File: src/rtl/instruction_fetch.sv
// Instruction fetch unit: IDLE/REQUEST/WAIT/HOLD sequencer that requests one
// instruction word at a time and holds it until the decoder takes it.
// Branch redirects while a request is in flight squash the returned word.
// Optional feature: define FETCH_TIMEOUT_EN to add the fetch_fault output and
// an 8-bit WAIT timeout that parks the unit in IDLE until the next reset.
module instruction_fetch #(
  parameter int ADDR_WIDTH = 32,
  parameter int INSTRUCTION_WIDTH = 16,
  parameter logic [ADDR_WIDTH-1:0] RESET_VECTOR = '0
) (
  input  logic                         clock,
  input  logic                         reset,
  input  logic                         enable,
  input  logic                         take,
  input  logic [ADDR_WIDTH-1:0]        branch_target,
  input  logic                         mem_ready,
  input  logic [INSTRUCTION_WIDTH-1:0] mem_rdata,
  output logic                         mem_req,
  output logic [ADDR_WIDTH-1:0]        mem_addr,
  output logic [INSTRUCTION_WIDTH-1:0] Instruction,
  output logic                         instruction_valid,
  output logic [ADDR_WIDTH-1:0]        pc_out
`ifdef FETCH_TIMEOUT_EN
  ,
  output logic                         fetch_fault
`endif
);

  typedef enum logic [1:0] {
    IDLE    = 2'd0,
    REQUEST = 2'd1,
    WAIT    = 2'd2,
    HOLD    = 2'd3
  } state_t;

  state_t                  state_r;
  logic [ADDR_WIDTH-1:0]   pc_r;
  logic                    squash_r;
  logic [ADDR_WIDTH-1:0]   pc_inc_s;
  logic                    halted_s;

  assign pc_inc_s = pc_r + ADDR_WIDTH'(1);

`ifdef FETCH_TIMEOUT_EN
  logic [7:0] wait_count_r;
  logic       fault_r;
  assign fetch_fault = fault_r;
  assign halted_s    = fault_r;
`else
  assign halted_s    = 1'b0;
`endif

  // Fetch sequencer: state, program counter, squash flag and all registered outputs.
  always_ff @(posedge clock) begin
    if (reset) begin
      state_r           <= IDLE;
      pc_r              <= RESET_VECTOR;
      squash_r          <= 1'b0;
      mem_req           <= 1'b0;
      mem_addr          <= RESET_VECTOR;
      Instruction       <= '0;
      instruction_valid <= 1'b0;
      pc_out            <= '0;
`ifdef FETCH_TIMEOUT_EN
      wait_count_r      <= 8'd0;
      fault_r           <= 1'b0;
`endif
    end else begin
      case (state_r)
        IDLE: begin
          // A timed-out unit stays parked here; otherwise start fetching.
          if (halted_s) begin
            state_r <= IDLE;
            mem_req <= 1'b0;
          end else if (take) begin
            pc_r     <= branch_target;
            mem_req  <= 1'b1;
            mem_addr <= branch_target;
            state_r  <= REQUEST;
          end else begin
            mem_req  <= 1'b1;
            mem_addr <= pc_r;
            state_r  <= REQUEST;
          end
        end

        REQUEST: begin
          // Memory only answers in WAIT, so a redirect here just retargets the request.
          if (take) begin
            pc_r     <= branch_target;
            mem_addr <= branch_target;
            state_r  <= REQUEST;
          end else begin
            state_r  <= WAIT;
          end
          instruction_valid <= 1'b0;
`ifdef FETCH_TIMEOUT_EN
          wait_count_r <= 8'd0;
`endif
        end

        WAIT: begin
          if (mem_ready) begin
            if (take || squash_r) begin
              // Returned word belongs to the abandoned path: drop it and refetch.
              squash_r          <= 1'b0;
              instruction_valid <= 1'b0;
              mem_req           <= 1'b1;
              mem_addr          <= take ? branch_target : pc_r;
              pc_r              <= take ? branch_target : pc_r;
              state_r           <= REQUEST;
            end else begin
              Instruction       <= mem_rdata;
              pc_out            <= pc_r;
              instruction_valid <= 1'b1;
              pc_r              <= pc_inc_s;
              mem_req           <= 1'b0;
              state_r           <= HOLD;
            end
          end else begin
            // Request still outstanding: remember the redirect, keep the bus stable.
            if (take) begin
              squash_r <= 1'b1;
              pc_r     <= branch_target;
            end else begin
              squash_r <= squash_r;
            end
`ifdef FETCH_TIMEOUT_EN
            wait_count_r <= wait_count_r + 8'd1;
            if (wait_count_r == 8'd254) begin
              fault_r  <= 1'b1;
              mem_req  <= 1'b0;
              squash_r <= 1'b0;
              state_r  <= IDLE;
            end else begin
              fault_r  <= fault_r;
            end
`endif
          end
        end

        HOLD: begin
          // Redirect beats consumption; otherwise wait for the decoder to accept.
          if (take) begin
            pc_r              <= branch_target;
            instruction_valid <= 1'b0;
            mem_req           <= 1'b1;
            mem_addr          <= branch_target;
            state_r           <= REQUEST;
          end else if (enable) begin
            instruction_valid <= 1'b0;
            mem_req           <= 1'b1;
            mem_addr          <= pc_r;
            state_r           <= REQUEST;
          end else begin
            state_r           <= HOLD;
          end
        end

        default: begin
          state_r <= IDLE;
          mem_req <= 1'b0;
        end
      endcase
    end
  end

endmodule

File: config.mk
export PLATFORM = sky130hd
export DESIGN_NAME = instruction_fetch
export DESIGN_NICKNAME = d
export VERILOG_FILES = /design/src/rtl/instruction_fetch.sv
export SDC_FILE = /design/constraint.sdc
export NUM_CORES = 1
export LEC_CHECK = 0
export CAP_MARGIN = 30
export CORE_MARGIN = 5
export CORE_UTILIZATION = 51
export CTS_BUF_LIST = sky130_fd_sc_hd__clkbuf_8
export DETAILED_ROUTE_END_ITERATION = 8
export GPL_TIMING_DRIVEN = 0
export MAX_ROUTING_LAYER = met4
export PLACE_DENSITY = 0.83
export SYNTH_ARGS = -nofsm -noshare
export SYNTH_HDL_FRONTEND = slang
export SYNTH_SLANG_ARGS = --single-unit
File: constraint.sdc
create_clock -name clock -period 2.49 [get_ports clock]
set_input_delay 0.249 -clock clock [delete_from_list [all_inputs] [get_ports clock]]
set_output_delay 0.249 -clock clock [all_outputs]
set_load 0.01 [all_outputs]
; Word-level counts from Yosys, hierarchy flattened
; Cells that the tools add are included.
[totals]
mem_bits_rw = 0
reg_bits = 117
n_memories = 0
out_inout_bits = 82
rom_bits = 0
word_cells = 58
in_bits = 53
latch_bits = 0
[op_classes]
reduce_logical = 11
magnitude_cmp = 0
multipliers = 0
bitwise_logic = 1
n_eq_ne = 8
n_mux = 29
n_shift = 0
add_sub_neg = 1
div = 0
[ops]
columns = cell, n
row1 = 32-bit 2-to-1 mux, 8
row2 = 32-bit case mux with 4 select lines, 1
row3 = 32-bit case mux with 2 select lines, 1
row4 = 32-bit by 1-bit adder with 32-bit output (second input constant), 1
row5 = 3-bit AND reduction, 4
row6 = 1-bit 2-to-1 mux, 11
row7 = 2-bit 2-to-1 mux, 5
row8 = 2-bit case mux with 4 select lines, 1
row9 = 2-bit inequality test (second input constant), 3
row10 = 1-bit case mux with 3 select lines, 2
row11 = 3-bit nonzero test, 2
row12 = 2-bit == test (second input constant), 2
row13 = 4-bit AND reduction, 1
row14 = 3-bit inequality test (second input constant), 1
row15 = 3-bit OR reduction, 1
row16 = 2-bit by 1-bit == test with 1-bit output (second input constant), 1
row17 = 2-bit zero test, 1
row18 = 2-bit by 1-bit inequality test with 1-bit output (second input constant), 1
row19 = 2-bit nonzero test, 1
row20 = 1-bit logical OR, 1
row21 = 1-bit NOT, 1

; Logic depth before layout (Yosys ltp)
; Gate-level depths: netlist (run 1).
[depth]
ltp_word = 4
ltp_mapped = 8
ltp_nobuf = 5

; Worst setup path before layout (run 1)
; OpenSTA, ideal clock, no wires.
[synth_timing]
kind = register -> register
from = register pc_r[12]
to = register pc_r[31]
path_stages_with_launch = 7
path_slack_ns = 0.556
t_arrival_ns = 1.809
setup_time_ns = 0.125
required_ns = 2.365
path_cell_list = dfxtp_1 nand3_2 or4_4 buf_6 nor4_4 mux2i_1 o22ai_2
[synth_between]
elab_chain_len = 4
[synth_lines]
columns = element, line
row1 = from (decl), 37  ; logic [ADDR_WIDTH-1:0] pc_r;
row2 = from (signal assigned), 76  ; pc_r <= branch_target;
row3 = from (signal assigned), 90  ; pc_r <= branch_target;
row4 = from (signal assigned), 110  ; pc_r <= take ? branch_target : pc_r;
row5 = 32-bit by 1-bit adder with 32-bit output, 42  ; assign pc_inc_s = pc_r + ADDR_WIDTH'(1);
row6 = 32-bit 2-to-1 mux, 104  ; if (take || squash_r) begin
row7 = 32-bit 2-to-1 mux, 103  ; if (mem_ready) begin
row8 = 32-bit case mux with 2 select lines, 69  ; case (state_r)
; Every way passes these cells.
; A chain may end at the register's enable or synchronous reset.

; Worst setup path in the final report (run 1)
[layout_timing]
from = register state_r[0]
to = register pc_r[5]
[layout_between]
elab_chain_len = 3
word_cells_on_any_way = 6
classes_between = eq/ne (3) / mux (1) / reduce/logical (2)
[layout_lines]
columns = element, line
row1 = from (decl), 36  ; state_t state_r;
row2 = from (signal assigned), 56  ; state_r <= IDLE;
row3 = from (signal assigned), 73  ; state_r <= IDLE;
row4 = from (signal assigned), 79  ; state_r <= REQUEST;
row5 = 2-bit == test (tied with other cells), 69
row6 = 3-bit OR reduction (no line), n/a
row7 = 32-bit case mux with 2 select lines *, 69
; Every way passes the cells marked *; elsewhere a longest branch is shown, timed or not.

==> results of run 1 <==
==> flip-flops by register name (all words and copies together) (netlist names) <==
signal,count
state_r,2
mem_req,1
pc_out,32
mem_addr,32
instruction_valid,1
squash_r,1
Instruction,16
pc_r,32
==> synthesized netlist by cell type (6+ instances only) <==
cell | instances | area [um^2]
a21oi_1 | 74 | 370.4
nor2b_1 | 6 | 37.54
clkbuf_1 | 35 | 131.4
nor3_1 | 8 | 40.04
a31oi_1 | 8 | 50.05
xnor2_1 | 8 | 70.07
nor2_1 | 49 | 183.9
buf_2 | 13 | 65.06
dfxtp_1 | 117 | 2342
mux2i_1 | 40 | 400.4
nand2_1 | 119 | 446.7
a211oi_1 | 41 | 307.8
nand3_1 | 8 | 40.04
o21ai_0 | 12 | 60.06
o22ai_1 | 6 | 37.54
nand4_1 | 13 | 81.33
and3_1 | 6 | 37.54
==> logic make-up (layout without fill, tap and decap cells) <==
family / after synthesis / in the layout / synth area share [%]
compound gates: 165 / 165 / 19.72
xor+xnor: 11 / 11 / 1.819
fa+ha+maj: 1 / 1 / 0.2361
buf+inv: 57 / 221 / 4.488
flops: 117 / 117 / 44.21
mux: 41 / 41 / 7.770
simple gates: 242 / 242 / 21.75
==> power by group through the flow <==
stage | Clock, mW | Combinational [mW] | Sequential, mW
2_1_floorplan | 0 | 0.262 | 2.08
3_3_place_gp | 0 | 0.558 | 2.08
3_5_place_dp | 0 | 0.566 | 2.08
4_1_cts | 1.97 | 0.571 | 2.04
5_1_grt | 2.06 | 0.618 | 2.06
6_report | 1.97 | 0.575 | 2.04
==> worst min-delay path by stage <==
| stage | startpoint | endpoint | slack, ns | cells past startpoint |
|---|---|---|---|---|
| floorplan | mem_rdata[0] | Instruction[0] | 0.38 | 2 |
| global placement | Instruction[0] | Instruction[0] | 0.44 | 2 |
| detailed placement | pc_out[19] | pc_out[19] | 0.45 | 2 |
| CTS | mem_rdata[9] | Instruction[9] | 0.34 | 3 |
| global route | mem_rdata[9] | Instruction[9] | 0.36 | 3 |
| finish | reset | pc_r[31] | 0.36 | 3 |
==> metrics by stage <==
| stage | util, % | setup TNS (ns) | cell area, um^2 |
|---|---|---|---|
| after CTS | 70.87 | 0 | 7251 |
| final | 70.98 | 0 | 7262 |
| after detailed placement | 66.45 | -7.497 | 6799 |
| after global placement | 66.45 | -6.936 | 6799 |
| after global routing | 70.98 | 0 | 7262 |
| after floorplan | - | 0 | 5298 |
==> per-layer routing <==
layer  global-route usage [%]  vias up  routed length, um
met5                        -        -                  0
li1                         -     2562                  -
met2                    43.45      257               8048
met3                    6.467       30               1563
met1                    36.88     2549               7207
met4                    11.76        0                374
==> worst min-delay path, delay by kind of cell <==
| family | cells | cell delay (ns) |
|---|---|---|
| AO/OA/AOI/OAI | 1 | 0.07 |
| buffers and inverters | 1 | 0.21 |
| AND/OR/NAND/NOR | 1 | 0.21 |
==> final cells by class <==
class                      count  area, um^2  share of cell area, %
buffer                        52       219.0                  3.015
timing repair buffer         133        1331                  18.33
inverter                       5       18.77                 0.2584
clock buffer                  22       302.8                  4.170
multi-input combinational    460        2729                  37.58
tap                          136       170.2                  2.343
sequential                   117        2342                  32.25
clock inverter                 9       148.9                  2.050
==> repair_timing <==
| action | CTS | global route |
|---|---|---|
| setup buffers | 0 | 0 |
| setup endpoints to repair | 0 | 13 |
| gates resized for setup | 0 | 2 |
==> impl_metrics.ini, run 1 <==
[critical_path]
path_depth = 8
crit_type = reg2reg
cp-end-kind = flip-flop
crit_path_end = pc_r[5]
rrSetupSlack_ns = 0.23
startpoint = state_r[0]
cpMaxStageDelayCell = clkbuf_1
cp_num_buf_inv = 3
cpMostUsedCell = clkbuf_1
crit_fanout = 10
critPathTopFamily = buffers and inverters
start_kind = flip-flop
worstPathRequired_ns = 2.80
crit_arrival_ns = 2.57
r2r_end = pc_r[5]
cp_slowest_stage_delay_ns = 0.47
path_cells = buf_2 > nand3b_1 > or3_1 > clkbuf_1 > clkbuf_1 > o21ai_0 > a21oi_1 > nor2_1
r2r_start = state_r[0]
r2r_cells = 8

[cts]
cts_buffers = 17
clockBufferDepth = 2
insertion_delay_ns = 0.44
hold_buffers = 0
cts.sinks = 117
htreeDepth = 4
cts_root_buf = clkbuf_8
clk_pin_slew_worst_paths_ns = 0.07
cts_tree = built

[drt]
drcViolationCount = 0
post_drt_wl_per_cell_um = 18.41
vias = 5398
drt_iter0_markers = 498
finalWirelength_um = 17190
drtPass1Iterations = 8
ant_nets = 0
via_per_inst = 5.779

[floorplan]
dieArea_um2 = 12530
die_w_um = 111.9
io_pins = 135
start_util_pct = 51.78
num_rows = 37
die-height_um = 111.9
core-area_um2 = 10230

[place]
place_hpwl_um = 12740
dp_cells = 903
place.gp.congestion = 0.9641
place_ws_ns = -0.2375
port_buffers = 133

[power]
p_int_mw = 3.458
leakage_nw = 2.563
peakVddDrop_v = 0.0003888
p_switching_mw = 1.128
totalPowerFinal_mw = 4.587
p_seq_share_pct = 44.6
p_clk_share_pct = 42.9
powerDensity_nw_per_um2 = 631.6
power_frac_comb_pct = 12.5
p_sw_share_pct = 24.60

[layout]
drive_gt1_share_pct = 7.895
syn2layout_area_growth_pct = 37.08
fin_nets = 840
layout_commonest_cell = clkdlybuf4s50_1
fill_cells = 828
layout_common_cells = 133 x clkdlybuf4s50_1, 119 x nand2_1, 117 x dfxtp_1
antennaDiodeCount = 0
fin_cells = 934

[sta]
finalCritPeriodShare_pct = 90.89
finalCriticalPeriod_ns = 2.263
finalSetupViolations = 0
timing.hold.ws_ns = 0.3569
worst_pin_slew_ns = 0.7663
slew_headroom_pct = 48.37
rsz0062_at_grt = false
fmax_mhz = 441.9
setup_slack_ns = 0.2269
slew_violations = 0
fin_worst_skew_ns = 0.009128
hold_viol = 0

[synthesis]
syn_avg_cell_area_um2 = 8.356
syn-num-nets = 688
async_flop_share_pct = 0
syn_area_um2 = 5298
netlist_instances = 634
yosys_warnings = 0
synthFlopType = dfxtp_1
seq_area_frac_synth_pct = 44.21
synth-edff-count = 0
ys_ff_latch = 117
synth_cell_types = 52

[global_route]
first_global_vias = 5354
grt_max_degree = 17
antenna_found_initial = 0
grt_remaining_overflow = 0
grt_usage_pct = 28.63
grt_pass1_wl_um = 27980

[outcome]
status = finished, final reports clean

[flow_run]
cap_violations = 0

[min_path]
hp-class = in2reg
Note: power is estimated with default switching activity, not from simulation.
==> run 2, diff against run 1 <==
- CTS_BUF_LIST: sky130_fd_sc_hd__clkbuf_8 -> sky130_fd_sc_hd__clkbuf_2
==> impl_metrics.ini, run 2 (synthesized netlist as in run 1, its figures left out) <==
[critical_path]
critPathTopFamily = buffers and inverters
cp_slowest_stage_delay_ns = 0.46
crit_arrival_ns = 2.84
cpMostUsedCell = clkbuf_1
start_kind = flip-flop
worstPathRequired_ns = 3.06
cp_num_buf_inv = 3
cp-end-kind = flip-flop
crit_type = reg2reg
crit_fanout = 10
path_cells = buf_2 > nand3b_1 > or3_1 > clkbuf_1 > clkbuf_1 > o21ai_0 > a21oi_1 > nor2_1
cpMaxStageDelayCell = clkbuf_1

[global_route]
met3_usage_pct = 6.087
grt_pass1_wl_um = 27750
grt_max_degree = 17
busiest_layer = met2
first_global_vias = 5286
antenna_found_initial = 1
use_met1_pct = 37.14
grt_remaining_overflow = 0
grt_use_met2_pct = 43.09
grt_usage_pct = 28.38

[sta]
fmax_mhz = 440.9
rsz0062_at_grt = false
finalCritPeriodShare_pct = 91.08
finalSetupViolations = 0
timing.hold.ws_ns = 0.09314
slew_headroom_pct = 44.40
worst_pin_slew_ns = 0.8301
finalCriticalPeriod_ns = 2.268
fin_worst_skew_ns = 0.03481
slew_violations = 0
finalSetupTns_ns = 0
hold_viol = 0

[floorplan]
die_w_um = 111.9
core-area_um2 = 10230
die-height_um = 111.9
start_util_pct = 51.78
num_rows = 37
io_pins = 135
dieArea_um2 = 12530

[cts]
cts_resized = 0
clk_pin_slew_worst_paths_ns = 0.16
cts_setup_buffers = 0
cts.sinks = 117
cts_buffers = 17
cts_root_buf = clkbuf_2
hold_buffers = 0
clockBufferDepth = 2
htreeDepth = 4
cts_tree = built
insertion_delay_ns = 0.70

[power]
leakage_nw = 2.481
powerDensity_nw_per_um2 = 562.1
peakVddDrop_v = 0.0003225

[place]
postPlaceCellArea_um2 = 6799
place.gp.congestion = 0.9641
port_buffers = 133
place_hpwl_um = 12740

[drt]
drtPass1Iterations = 5
drt_iter0_markers = 584
finalWirelength_um = 17120
via_per_inst = 5.790
drcViolationCount = 0
vias = 5414
post_drt_wl_per_cell_um = 18.31
ant_nets = 0

[layout]
fin_nets = 840
drive_gt1_share_pct = 7.268
reg.largest.list = mem_addr x32, pc_out x32, pc_r x32
layout_common_cells = 133 x clkdlybuf4s50_1, 119 x nand2_1, 117 x dfxtp_1
fill_cells = 859
multiInputGateArea_um2 = 2723
syn2layout_area_growth_pct = 33.28
final_area_um2 = 7061
regArea_um2 = 2342
layout_commonest_cell = clkdlybuf4s50_1

[outcome]
status = finished, final reports clean

[flow_run]
cap_violations = 0

[min_path]
hp-class = in2reg
[run 2: metal layers]
| metal | vias up | share of wire, % |
|---|---|---|
| met5 | - | 0 |
| met4 | 0 | 2.2 |
| met3 | 34 | 7.5 |
| met2 | 267 | 47 |
| met1 | 2550 | 44 |
| li1 | 2563 | - |
[run 2: worst paths after layout]
check             startpoint          to  slack (ns)  depth (start not counted)
setup / recovery  state_r[0]     pc_r[5]        0.22                          8
hold / removal         reset    pc_r[31]        0.09                          3
setup reg to reg  state_r[0]     pc_r[5]        0.22                          8
hold reg to reg   pc_out[27]  pc_out[27]        0.46                          2
[run 2: cell type report]
type                    instances  share of cell area (%)
diodes                          1                 0.03544
plain buffers                  52                   3.101
clock buffers                  18                   1.276
clock inverters                13                   2.321
inverters                       5                  0.2658
multi-input cells             460                   38.56
flip-flops and latches        117                   33.17
well taps                     136                   2.410
repair buffers                133                   18.86
[run 2: power by group]
part | switching [mW] | total (mW) | internal (mW) | leakage, nW
clock | 0.710 | 1.35 | 0.638 | 0.147
combinational | 0.288 | 0.575 | 0.287 | 1.38
sequential | 0.0852 | 2.05 | 1.96 | 0.958
[run 2: metrics by stage]
stage | power (mW) | setup slack [ns] | std cells | utilization (%)
after CTS | 3.967 | 0.2078 | 934 | 68.94
after global placement | 2.636 | -0.2873 | 903 | 66.45
after detailed placement | 2.649 | -0.2375 | 903 | 66.45
after global routing | 4.118 | 0.04814 | 935 | 69.01
final | 3.968 | 0.2222 | 935 | 69.01
after floorplan | 2.346 | 0.5564 | 634 | -
[run 2: worst min-delay path, delay by kind of cell]
family                 cells  cell delay (ns)
and+or+nand+nor            1             0.22
AOI/OAI and AO/OA          1             0.07
buffers and inverters      1             0.21
==> run 3, diff against run 2 <==
- clock period: 2.49 -> 2.5 ns (I/O delays scaled with it)
==> results of run 3 <==
The final DEF is identical to that of run 2. Status: finished, final reports clean.
Main changes from that run: setup slack after placement -0.2375 ns -> -0.2285 ns; setup slack after layout 0.2222 ns -> 0.2322 ns; hold slack 0.09314 ns -> 0.09414 ns; register-to-register setup slack 0.22 ns -> 0.23 ns; total power 3.968 mW -> 3.953 mW; worst IR drop on VDD 0.0003225 V -> 0.0003212 V
